**src/rtl/gen1_tx_os_scheduler_pkg.sv**
```systemverilog
// Shared definitions for the Gen1 TX symbol scheduler.
//   - FSM state encoding gen1_tx_sched_e
//   - SKP ordered-set symbols and length
//   - register bundle used by the top-level D/Q struct register
//   - helpers for PIPE width decoding and SKP beat generation
package gen1_tx_os_scheduler_pkg;

  localparam int unsigned SKP_OS_LEN = 4;
  localparam logic [7:0]  SYM_COM    = 8'hBC;
  localparam logic [7:0]  SYM_SKP    = 8'h1C;

  typedef enum logic [1:0] {
    ST_IDLE = 2'd0,
    ST_TLP  = 2'd1,
    ST_OS   = 2'd2,
    ST_SKP  = 2'd3
  } gen1_tx_sched_e;

  // Everything the scheduler keeps between cycles, including the registered outputs.
  typedef struct packed {
    gen1_tx_sched_e state;
    logic [1:0]     skp_idx;
    logic [2:0]     nbytes;
    logic [31:0]    data;
    logic [3:0]     k;
    logic           valid;
    logic           underrun;
  } sched_regs_t;

  // Bytes per beat; unsupported widths behave like 8 bits.
  function automatic logic [2:0] width_bytes(input logic [5:0] pipe_width);
    logic [2:0] nb;
    case (pipe_width)
      6'd16:   nb = 3'd2;
      6'd32:   nb = 3'd4;
      default: nb = 3'd1;
    endcase
    return nb;
  endfunction

  // One bit per active byte lane.
  function automatic logic [3:0] lane_mask(input logic [2:0] nbytes);
    logic [3:0] m;
    case (nbytes)
      3'd2:    m = 4'h3;
      3'd4:    m = 4'hF;
      default: m = 4'h1;
    endcase
    return m;
  endfunction

  // Expand a lane mask to a 32-bit data mask.
  function automatic logic [31:0] lane_bits(input logic [3:0] m);
    return {{8{m[3]}}, {8{m[2]}}, {8{m[1]}}, {8{m[0]}}};
  endfunction

  // Index of the final SKP beat for a given beat width.
  function automatic logic [1:0] skp_last_idx(input logic [2:0] nbytes);
    logic [1:0] idx;
    case (nbytes)
      3'd2:    idx = 2'd1;
      3'd4:    idx = 2'd0;
      default: idx = 2'd3;
    endcase
    return idx;
  endfunction

  // SKP beat: COM only in the very first symbol, SKP elsewhere, unused lanes 0.
  function automatic logic [31:0] skp_beat_data(input logic [1:0] idx, input logic [2:0] nbytes);
    logic [31:0] d;
    d = 32'd0;
    for (int b = 0; b < int'(SKP_OS_LEN); b++) begin
      if (b < int'(nbytes)) begin
        d[b*8 +: 8] = ((idx == 2'd0) && (b == 0)) ? SYM_COM : SYM_SKP;
      end else begin
        d[b*8 +: 8] = 8'h00;
      end
    end
    return d;
  endfunction

endpackage

```
**src/rtl/gen1_tx_os_scheduler_if.sv**
```systemverilog
// Handshake/bus bundle of the Gen1 TX scheduler.
// Signal suffixes are from the scheduler's point of view:
//   tlp_*   link-layer beat stream (ready driven by scheduler)
//   os_*    LTSSM ordered-set beat stream (ready driven by scheduler)
//   data_*  symbol stream towards the scrambler
// master = sources/sink around the scheduler, slave = the scheduler.
interface gen1_tx_os_scheduler_if;
  logic [31:0] tlp_data_i;
  logic [3:0]  tlp_k_i;
  logic        tlp_valid_i;
  logic        tlp_eop_i;
  logic        tlp_ready_o;
  logic [31:0] os_data_i;
  logic [3:0]  os_k_i;
  logic        os_valid_i;
  logic        os_last_i;
  logic        os_ready_o;
  logic [31:0] data_out_o;
  logic [3:0]  data_k_out_o;
  logic        data_valid_o;

  modport master (
    output tlp_data_i, tlp_k_i, tlp_valid_i, tlp_eop_i,
    output os_data_i, os_k_i, os_valid_i, os_last_i,
    input  tlp_ready_o, os_ready_o,
    input  data_out_o, data_k_out_o, data_valid_o
  );

  modport slave (
    input  tlp_data_i, tlp_k_i, tlp_valid_i, tlp_eop_i,
    input  os_data_i, os_k_i, os_valid_i, os_last_i,
    output tlp_ready_o, os_ready_o,
    output data_out_o, data_k_out_o, data_valid_o
  );
endinterface

```
**src/rtl/gen1_tx_os_scheduler_skp_interval_timer.sv**
```systemverilog
// SKP interval timer: counts symbol times and flags when a SKP OS is due.
// Ports:
//   clk_i, rst_i  clock, synchronous active-high reset
//   inc_i         symbol times elapsed this cycle (bytes per beat)
//   clear_i       COM beat emitted this cycle: reload count, drop pending
//   pending_o     interval elapsed and not yet served (sticky)
module skp_interval_timer #(
  parameter int unsigned SKP_INTERVAL = 1180,
  parameter int unsigned CNT_W        = 12
) (
  input  logic       clk_i,
  input  logic       rst_i,
  input  logic [2:0] inc_i,
  input  logic       clear_i,
  output logic       pending_o
);
  localparam logic [CNT_W-1:0] THRESH  = CNT_W'(SKP_INTERVAL);
  localparam logic [CNT_W-1:0] CNT_MAX = {CNT_W{1'b1}};

  logic [CNT_W-1:0] count_q, count_d;
  logic             pending_q, pending_d;
  logic [CNT_W:0]   sum_s;

  // Saturating count; the reload on clear also wins over the threshold.
  always_comb begin
    sum_s = {1'b0, count_q} + (CNT_W+1)'(inc_i);
    if (clear_i) begin
      count_d   = CNT_W'(inc_i);
      pending_d = 1'b0;
    end else begin
      if (sum_s > {1'b0, CNT_MAX}) begin
        count_d = CNT_MAX;
      end else begin
        count_d = sum_s[CNT_W-1:0];
      end
      // Compared on the next value so pending aligns with the count crossing.
      pending_d = pending_q | (count_d >= THRESH);
    end
  end

  // Count and pending registers.
  always_ff @(posedge clk_i) begin
    if (rst_i) begin
      count_q   <= {CNT_W{1'b0}};
      pending_q <= 1'b0;
    end else begin
      count_q   <= count_d;
      pending_q <= pending_d;
    end
  end

  assign pending_o = pending_q;
endmodule

```
**src/rtl/gen1_tx_os_scheduler.sv**
```systemverilog
// Gen1 TX symbol scheduler placed in front of the scrambler.
// Merges link-layer beats, LTSSM ordered sets and periodic SKP ordered sets into one
// continuous symbol stream; empty cycles carry logical idle (data 0, k 0).
// Ports:
//   clk_i, rst_i    clock, synchronous active-high reset
//   pipe_width_i    8/16/32 bits per beat (others behave as 8), sampled in ST_IDLE only
//   skp_enable_i    allows SKP emission; pending is held while low
//   bus             tlp/os sources with ready, symbol stream out (1-cycle latency)
//   skp_pending_o   SKP interval elapsed, not yet served
//   underrun_o      one-cycle pulse aligned with the idle beat of a mid-packet source gap
module gen1_tx_os_scheduler
  import gen1_tx_os_scheduler_pkg::*;
#(
  parameter int unsigned SKP_INTERVAL = 1180,
  parameter int unsigned CNT_W        = 12
) (
  input  logic                    clk_i,
  input  logic                    rst_i,
  input  logic [5:0]              pipe_width_i,
  input  logic                    skp_enable_i,
  gen1_tx_os_scheduler_if.slave   bus,
  output logic                    skp_pending_o,
  output logic                    underrun_o
);
  localparam sched_regs_t REGS_RST = '{
    state:    ST_IDLE,
    skp_idx:  2'd0,
    nbytes:   3'd1,
    data:     32'd0,
    k:        4'd0,
    valid:    1'b0,
    underrun: 1'b0
  };

  sched_regs_t regs_q, regs_d;
  logic        pending_s;
  logic        skp_go_s;
  logic        tlp_rdy_s;
  logic        os_rdy_s;
  logic [2:0]  nb_live_s;
  logic [2:0]  nb_eff_s;
  logic [31:0] dmask_s;
  logic [3:0]  kmask_s;

  skp_interval_timer #(
    .SKP_INTERVAL (SKP_INTERVAL),
    .CNT_W        (CNT_W)
  ) u_timer (
    .clk_i     (clk_i),
    .rst_i     (rst_i),
    .inc_i     (nb_eff_s),
    .clear_i   (skp_go_s),
    .pending_o (pending_s)
  );

  // Width in force: live input while idle, frozen copy inside a packet/OS/SKP.
  always_comb begin
    nb_live_s = width_bytes(pipe_width_i);
    nb_eff_s  = (regs_q.state == ST_IDLE) ? nb_live_s : regs_q.nbytes;
    kmask_s   = lane_mask(nb_eff_s);
    dmask_s   = lane_bits(kmask_s);
  end

  // Arbitration, FSM next state and next output beat.
  always_comb begin
    regs_d          = regs_q;
    regs_d.valid    = 1'b1;
    regs_d.underrun = 1'b0;
    regs_d.data     = 32'd0;
    regs_d.k        = 4'd0;
    skp_go_s        = 1'b0;
    tlp_rdy_s       = 1'b0;
    os_rdy_s        = 1'b0;
    case (regs_q.state)
      ST_IDLE: begin
        regs_d.nbytes  = nb_live_s;
        regs_d.skp_idx = 2'd0;
        if (pending_s && skp_enable_i) begin
          skp_go_s    = 1'b1;
          regs_d.data = skp_beat_data(2'd0, nb_live_s);
          regs_d.k    = kmask_s;
          if (nb_live_s == 3'd4) begin
            regs_d.state = ST_IDLE;
          end else begin
            regs_d.state   = ST_SKP;
            regs_d.skp_idx = 2'd1;
          end
        end else if (bus.os_valid_i) begin
          os_rdy_s     = 1'b1;
          regs_d.data  = bus.os_data_i & dmask_s;
          regs_d.k     = bus.os_k_i & kmask_s;
          regs_d.state = bus.os_last_i ? ST_IDLE : ST_OS;
        end else if (bus.tlp_valid_i) begin
          tlp_rdy_s    = 1'b1;
          regs_d.data  = bus.tlp_data_i & dmask_s;
          regs_d.k     = bus.tlp_k_i & kmask_s;
          regs_d.state = bus.tlp_eop_i ? ST_IDLE : ST_TLP;
        end else begin
          regs_d.state = ST_IDLE;
        end
      end
      ST_TLP: begin
        // Packets run to completion; SKP waits for the next idle decision.
        tlp_rdy_s = 1'b1;
        if (bus.tlp_valid_i) begin
          regs_d.data  = bus.tlp_data_i & dmask_s;
          regs_d.k     = bus.tlp_k_i & kmask_s;
          regs_d.state = bus.tlp_eop_i ? ST_IDLE : ST_TLP;
        end else begin
          regs_d.underrun = 1'b1;
          regs_d.state    = ST_TLP;
        end
      end
      ST_OS: begin
        os_rdy_s = 1'b1;
        if (bus.os_valid_i) begin
          regs_d.data  = bus.os_data_i & dmask_s;
          regs_d.k     = bus.os_k_i & kmask_s;
          regs_d.state = bus.os_last_i ? ST_IDLE : ST_OS;
        end else begin
          regs_d.underrun = 1'b1;
          regs_d.state    = ST_OS;
        end
      end
      ST_SKP: begin
        regs_d.data = skp_beat_data(regs_q.skp_idx, regs_q.nbytes);
        regs_d.k    = kmask_s;
        if (regs_q.skp_idx == skp_last_idx(regs_q.nbytes)) begin
          regs_d.skp_idx = 2'd0;
          regs_d.state   = ST_IDLE;
        end else begin
          regs_d.skp_idx = regs_q.skp_idx + 2'd1;
          regs_d.state   = ST_SKP;
        end
      end
      default: begin
        regs_d.skp_idx = 2'd0;
        regs_d.state   = ST_IDLE;
      end
    endcase
  end

  // State and registered output beat.
  always_ff @(posedge clk_i) begin
    if (rst_i) begin
      regs_q <= REGS_RST;
    end else begin
      regs_q <= regs_d;
    end
  end

  assign bus.tlp_ready_o  = tlp_rdy_s & ~rst_i;
  assign bus.os_ready_o   = os_rdy_s & ~rst_i;
  assign bus.data_out_o   = regs_q.data;
  assign bus.data_k_out_o = regs_q.k;
  assign bus.data_valid_o = regs_q.valid;
  assign underrun_o       = regs_q.underrun;
  assign skp_pending_o    = pending_s;
endmodule
```
**src/flat_wrapper.sv**
```systemverilog
// flat-port wrapper written by rule: the top's interface ports become plain ports
module gen1_tx_os_scheduler_flat import gen1_tx_os_scheduler_pkg::*;
#(
  parameter int unsigned SKP_INTERVAL = 1180,
  parameter int unsigned CNT_W        = 12
)
  (clk_i, rst_i, pipe_width_i, skp_enable_i, skp_pending_o, underrun_o, bus_tlp_data_i, bus_tlp_k_i, bus_tlp_valid_i, bus_tlp_eop_i, bus_os_data_i, bus_os_k_i, bus_os_valid_i, bus_os_last_i, bus_tlp_ready_o, bus_os_ready_o, bus_data_out_o, bus_data_k_out_o, bus_data_valid_o);
  gen1_tx_os_scheduler_if bus_i ();
  input  logic clk_i;
  input  logic rst_i;
  input  logic [5:0] pipe_width_i;
  input  logic skp_enable_i;
  output logic skp_pending_o;
  output logic underrun_o;
  input wire logic [$bits(bus_i.tlp_data_i)-1:0] bus_tlp_data_i;
  input wire logic [$bits(bus_i.tlp_k_i)-1:0] bus_tlp_k_i;
  input wire logic [$bits(bus_i.tlp_valid_i)-1:0] bus_tlp_valid_i;
  input wire logic [$bits(bus_i.tlp_eop_i)-1:0] bus_tlp_eop_i;
  input wire logic [$bits(bus_i.os_data_i)-1:0] bus_os_data_i;
  input wire logic [$bits(bus_i.os_k_i)-1:0] bus_os_k_i;
  input wire logic [$bits(bus_i.os_valid_i)-1:0] bus_os_valid_i;
  input wire logic [$bits(bus_i.os_last_i)-1:0] bus_os_last_i;
  output wire logic [$bits(bus_i.tlp_ready_o)-1:0] bus_tlp_ready_o;
  output wire logic [$bits(bus_i.os_ready_o)-1:0] bus_os_ready_o;
  output wire logic [$bits(bus_i.data_out_o)-1:0] bus_data_out_o;
  output wire logic [$bits(bus_i.data_k_out_o)-1:0] bus_data_k_out_o;
  output wire logic [$bits(bus_i.data_valid_o)-1:0] bus_data_valid_o;
  assign bus_i.tlp_data_i = bus_tlp_data_i;
  assign bus_i.tlp_k_i = bus_tlp_k_i;
  assign bus_i.tlp_valid_i = bus_tlp_valid_i;
  assign bus_i.tlp_eop_i = bus_tlp_eop_i;
  assign bus_i.os_data_i = bus_os_data_i;
  assign bus_i.os_k_i = bus_os_k_i;
  assign bus_i.os_valid_i = bus_os_valid_i;
  assign bus_i.os_last_i = bus_os_last_i;
  assign bus_tlp_ready_o = bus_i.tlp_ready_o;
  assign bus_os_ready_o = bus_i.os_ready_o;
  assign bus_data_out_o = bus_i.data_out_o;
  assign bus_data_k_out_o = bus_i.data_k_out_o;
  assign bus_data_valid_o = bus_i.data_valid_o;
  gen1_tx_os_scheduler #(.SKP_INTERVAL(SKP_INTERVAL), .CNT_W(CNT_W)) u_core (.clk_i(clk_i), .rst_i(rst_i), .pipe_width_i(pipe_width_i), .skp_enable_i(skp_enable_i), .bus(bus_i), .skp_pending_o(skp_pending_o), .underrun_o(underrun_o));
endmodule
```
**config.mk**
```make
export PLATFORM = sky130hd
export DESIGN_NAME = gen1_tx_os_scheduler_flat
export DESIGN_NICKNAME = d
export VERILOG_FILES = /design/src/rtl/gen1_tx_os_scheduler_pkg.sv /design/src/rtl/gen1_tx_os_scheduler_if.sv /design/src/rtl/gen1_tx_os_scheduler_skp_interval_timer.sv /design/src/rtl/gen1_tx_os_scheduler.sv /design/src/flat_wrapper.sv
export SDC_FILE = /design/constraint.sdc
export NUM_CORES = 1
export LEC_CHECK = 0
export CORE_UTILIZATION = 41
export DETAILED_ROUTE_END_ITERATION = 10
export PLACE_DENSITY = 0.77
export SYNTH_ARGS = -nofsm -noshare
export SYNTH_HDL_FRONTEND = slang
export SYNTH_SLANG_ARGS = --single-unit
```
**constraint.sdc**
```tcl
create_clock -name clk_i -period 3 [get_ports clk_i]
set_input_delay 0.6 -clock clk_i [delete_from_list [all_inputs] [get_ports clk_i]]
set_output_delay 0.6 -clock clk_i [all_outputs]
set_load 0.01 [all_outputs]
```
==> metrics.md <==
| Metric | Value |
|---|---|
| Outcome | `complete, no violations` |
| XOR/XNOR Fraction of Synth Area | `1.94%` |
| Routability cong. | `0.890` |
| DR iter-0 viols | `266` |
| Die Y | `96.0 µm` |
| Ant diodes | `0` |
| Static Leak | `0.00185 µW` |
| Setup WS pre-CTS | `-0.446 ns` |
| Max Freq | `0.338 GHz` |
| First-pass GRT wire length | `17.2 mm` |
| CP Max Fanout | `6` |
| Cell Rows | `33` |
| Cells after Synth | `432` |
| Post-DP HPWL | `8.07 mm` |
| Compound-Gate Fraction of Synth Area | `34.1%` |
| Post-synthesis mux area share | `0.553%` |
| Area grow syn2layout | `43.1%` |
| Port bufs | `125` |
| Final wirelength | `11.3 mm` |
| Fin. max-slew vios | `0` |
| Number of vias per cell | `5.95` |
| Fin crit period | `2.96 ns` |
| Crit Path Category | `in2reg` |
| Die W | `96.0 µm` |
| DRC errors left | `0` |
| Mapped Avg Cell Area | `8.38 µm²` |
| CP arrival | `3.24 ns` |
| PnR worst setup slack | `0.0441 ns` |
| Commonest non-fill, non-tap cell in the layout | `clkdlybuf4s50_1` |
| Vias in the first global route | `3679` |
| Fillers | `721` |
| Share of cells above drive strength 1 | `14.6%` |
| Design area | `0.00518 mm²` |
| Crit-path leading delay family | `compound AO/OA/AOI/OAI gates` |
| RSZ-0062 raised after global routing | `yes` |
| Worst vdd ir | `0.212 mV` |
| Simple-gate share of the synthesized area | `14.8%` |
| Critical path's largest stage delay | `0.60 ns` |
| Total gr overflow | `0` |
| CP cell instances | `clkdlybuf4s50_1 > or4_4 > a21oi_4 > a21oi_1 > ha_2 > inv_1 > fa_2 > nor2b_2 > o21ba_2 > buf_4 > a211oi_4 > o211ai_1 > nand3_1` |
| CTS max path bufs | `2` |
| TritonCTS clock tree | `built` |
| Seq/Total Area, Yosys | `32.1%` |
| CP Launch Type | `input port` |
| Final hold violation count | `0` |
| Dpl cells | `625` |
| Routed length per instance | `17.5 µm` |
| Number of H-tree levels | `3` |
| Power Total | `2420 µW` |
| Largest net degree at the start of global routing | `43` |
| Post-CTS Hold Buffers | `0` |
| Clk sinks | `58` |
| Clock latency on the worst-skew pair | `0.34 ns` |
| Clock root buffer | `clkbuf_8` |
| Cell Pwr Density | `467 mW/mm²` |
| Worst rel slew slack | `58.9%` |
| Initial core utilization | `43.2%` |
| Cell variety after synth | `56` |
| Num ports | `126` |
| Layout Cells excl Fill | `646` |
| Min-delay worst type | `reg2reg` |
| #FFs+latches synth | `58` |
| Clk_skew | `0.00709 ns` |
| Post-synth EDFFs | `0` |
| Vias post-DR | `3844` |
| Reg clk slew, reported paths | `0.07 ns` |
| Data required time at the worst endpoint | `3.29 ns` |
| Synthesized net count | `527` |
| TritonRoute pass-1 iters | `5` |
| Placed cell areas | `0.00486 mm²` |
| CTS buffer count | `9` |
| Total global-route track usage | `24.2%` |
| Slew @ Worst Pin | `0.616 ns` |
| DRT antenna net count | `0` |
| Combinational family with the most area after synthesis | `compound AO/OA/AOI/OAI gates` |
| Final period util | `98.5%` |
| DIE AREA | `0.00921 mm²` |
| Netlist Area Pre-Place | `0.00362 mm²` |
| Share of flip-flops with an asynchronous set or reset | `0%` |
| Yosys warnings | `0` |
| Top FF cell, synth | `dfxtp_1` |
| CP bufs+invs | `3` |
| CP max-delay cell | `or4_4` |
| Setup-failing EPs final | `0` |
| Max Cap Violations | `0` |
| Layout net count | `631` |
| Adder-Cell Fraction of Synth Area | `3.66%` |
| Core Box Area | `0.00838 mm²` |
| Commonest non-fill, non-tap cells in the layout | `125 x clkdlybuf4s50_1, 58 x dfxtp_1, 37 x a22oi_1, 37 x buf_4, 32 x nor2_1` |
| Worst Setup End Kind | `flip-flop` |
| Initial antenna violation count | `0` |
area by class of cell:
cell class	count	area [µm²]	area share (%)
multi-input cells	289	2080	40.1
repair buffers	163	1550	29.9
flip-flops and latches	58	1160	22.4
clock buffers	11	151	2.92
well taps	105	131	2.54
inverters	15	56.3	1.09
clock inverters	5	52.6	1.01
routing by layer:
layer / up-vias / share of wire (%) / track usage [%]
li1: 1794 / - / -
met4: 0 / 3.0 / 12.7
met5: - / 0 / 0
met3: 30 / 7.1 / 5.69
met2: 199 / 48 / 39.6
met1: 1821 / 42 / 29.4
kinds of logic after synthesis:
family          count (synthesis)
compound gates                163
simple gates                  106
buf+inv                        85
flops                          58
fa+ha+maj                      10
xor+xnor                        8
mux                             2
state kept, by name (all words and copies together), names as in the netlist:
name                      count
u_core.bus.data_out_o        32
u_core.u_timer.count_q       12
u_core.regs_q                 7
u_core.bus.data_k_out_o       4
u_core.bus.data_valid_o       1
u_core.u_timer.pending_o      1
u_core.underrun_o             1
timing repair:
item | 4_1_cts | 5_1_grt
resized for setup | 4 | 16
endpoints found under the setup margin | 2 | 9
buffers inserted | 1 | 4
pin swaps | 1 | 8
synth_stat cells (all sizes together) (2+ instances only):
| library cell | count | share of area, % |
|---|---|---|
| nor4 | 3 | 0.52 |
| o22a | 8 | 1.9 |
| a22o | 28 | 6.8 |
| o31ai | 3 | 0.62 |
| nor2b | 2 | 0.35 |
| a32oi | 5 | 1.2 |
| mux2i | 2 | 0.55 |
| xor2 | 3 | 0.73 |
| o31a | 2 | 0.48 |
| a21oi | 18 | 2.9 |
| o211ai | 5 | 1.0 |
| nor2 | 39 | 4.4 |
| nand2 | 18 | 1.9 |
| a311oi | 4 | 0.97 |
| clkbuf | 28 | 2.9 |
| or2 | 4 | 0.69 |
| nand3 | 7 | 0.97 |
| o221ai | 3 | 0.73 |
| a31oi | 9 | 1.6 |
| inv | 14 | 1.5 |
| a21o | 4 | 0.83 |
| ha | 9 | 3.1 |
| and2 | 7 | 1.2 |
| nor3 | 6 | 0.83 |
| dfxtp | 58 | 32 |
| a221oi | 11 | 2.7 |
| buf | 42 | 8.4 |
| nor3b | 2 | 0.41 |
| o21a | 2 | 0.41 |
| and3 | 2 | 0.35 |
| a211oi | 11 | 2.3 |
| nand2b | 4 | 0.69 |
| xnor2 | 5 | 1.2 |
| a22oi | 37 | 7.7 |
| o21ai | 10 | 1.4 |
| nand3b | 2 | 0.41 |
| nand4 | 5 | 0.86 |
worst register-to-register path, stage by stage (launching register included):
cell	delay, ns
dfxtp_1	0.33
inv_1	0.10
ha_1	0.29
nor2_1	0.11
a21oi_1	0.17
ha_2	0.22
inv_1	0.06
fa_2	0.34
nor2b_2	0.15
o21ba_2	0.17
buf_4	0.18
nand2_1	0.06
o31a_1	0.24
nand3_1	0.08
nand3_1	0.07
report_power, final:
part / switching [µW] / internal (µW) / leakage, µW
Combinational: 414 / 409 / 0.00128
Clock: 328 / 424 / 0.000105
Sequential: 23.4 / 823 / 0.000471
Total: 765 / 1660 / 0.00185
per-stage QoR:
stage                     utilization, %  setup TNS [ns]  hold WS [ns]
final                               61.8               0         0.560
after global routing                61.8         -0.0611         0.592
after CTS                           60.6               0         0.557
after detailed placement            57.9           -3.59         0.546
after global placement              57.9           -2.68         0.522
after floorplan                        -               0         0.492
worst paths after layout:
| path | startpoint | endpoint | slack, ns | cells past startpoint |
|---|---|---|---|---|
| worst min-delay path | u_core.regs_q[41] | u_core.regs_q[41] | 0.56 | 2 |
| worst max-delay path | pipe_width_i[2] | u_core.u_timer.pending_o | 0.04 | 13 |
| worst max register to register | u_core.regs_q[43] | u_core.u_timer.pending_o | 0.32 | 14 |
| worst min register to register | u_core.regs_q[41] | u_core.regs_q[41] | 0.56 | 2 |
Power figures use the tool's default switching activity.
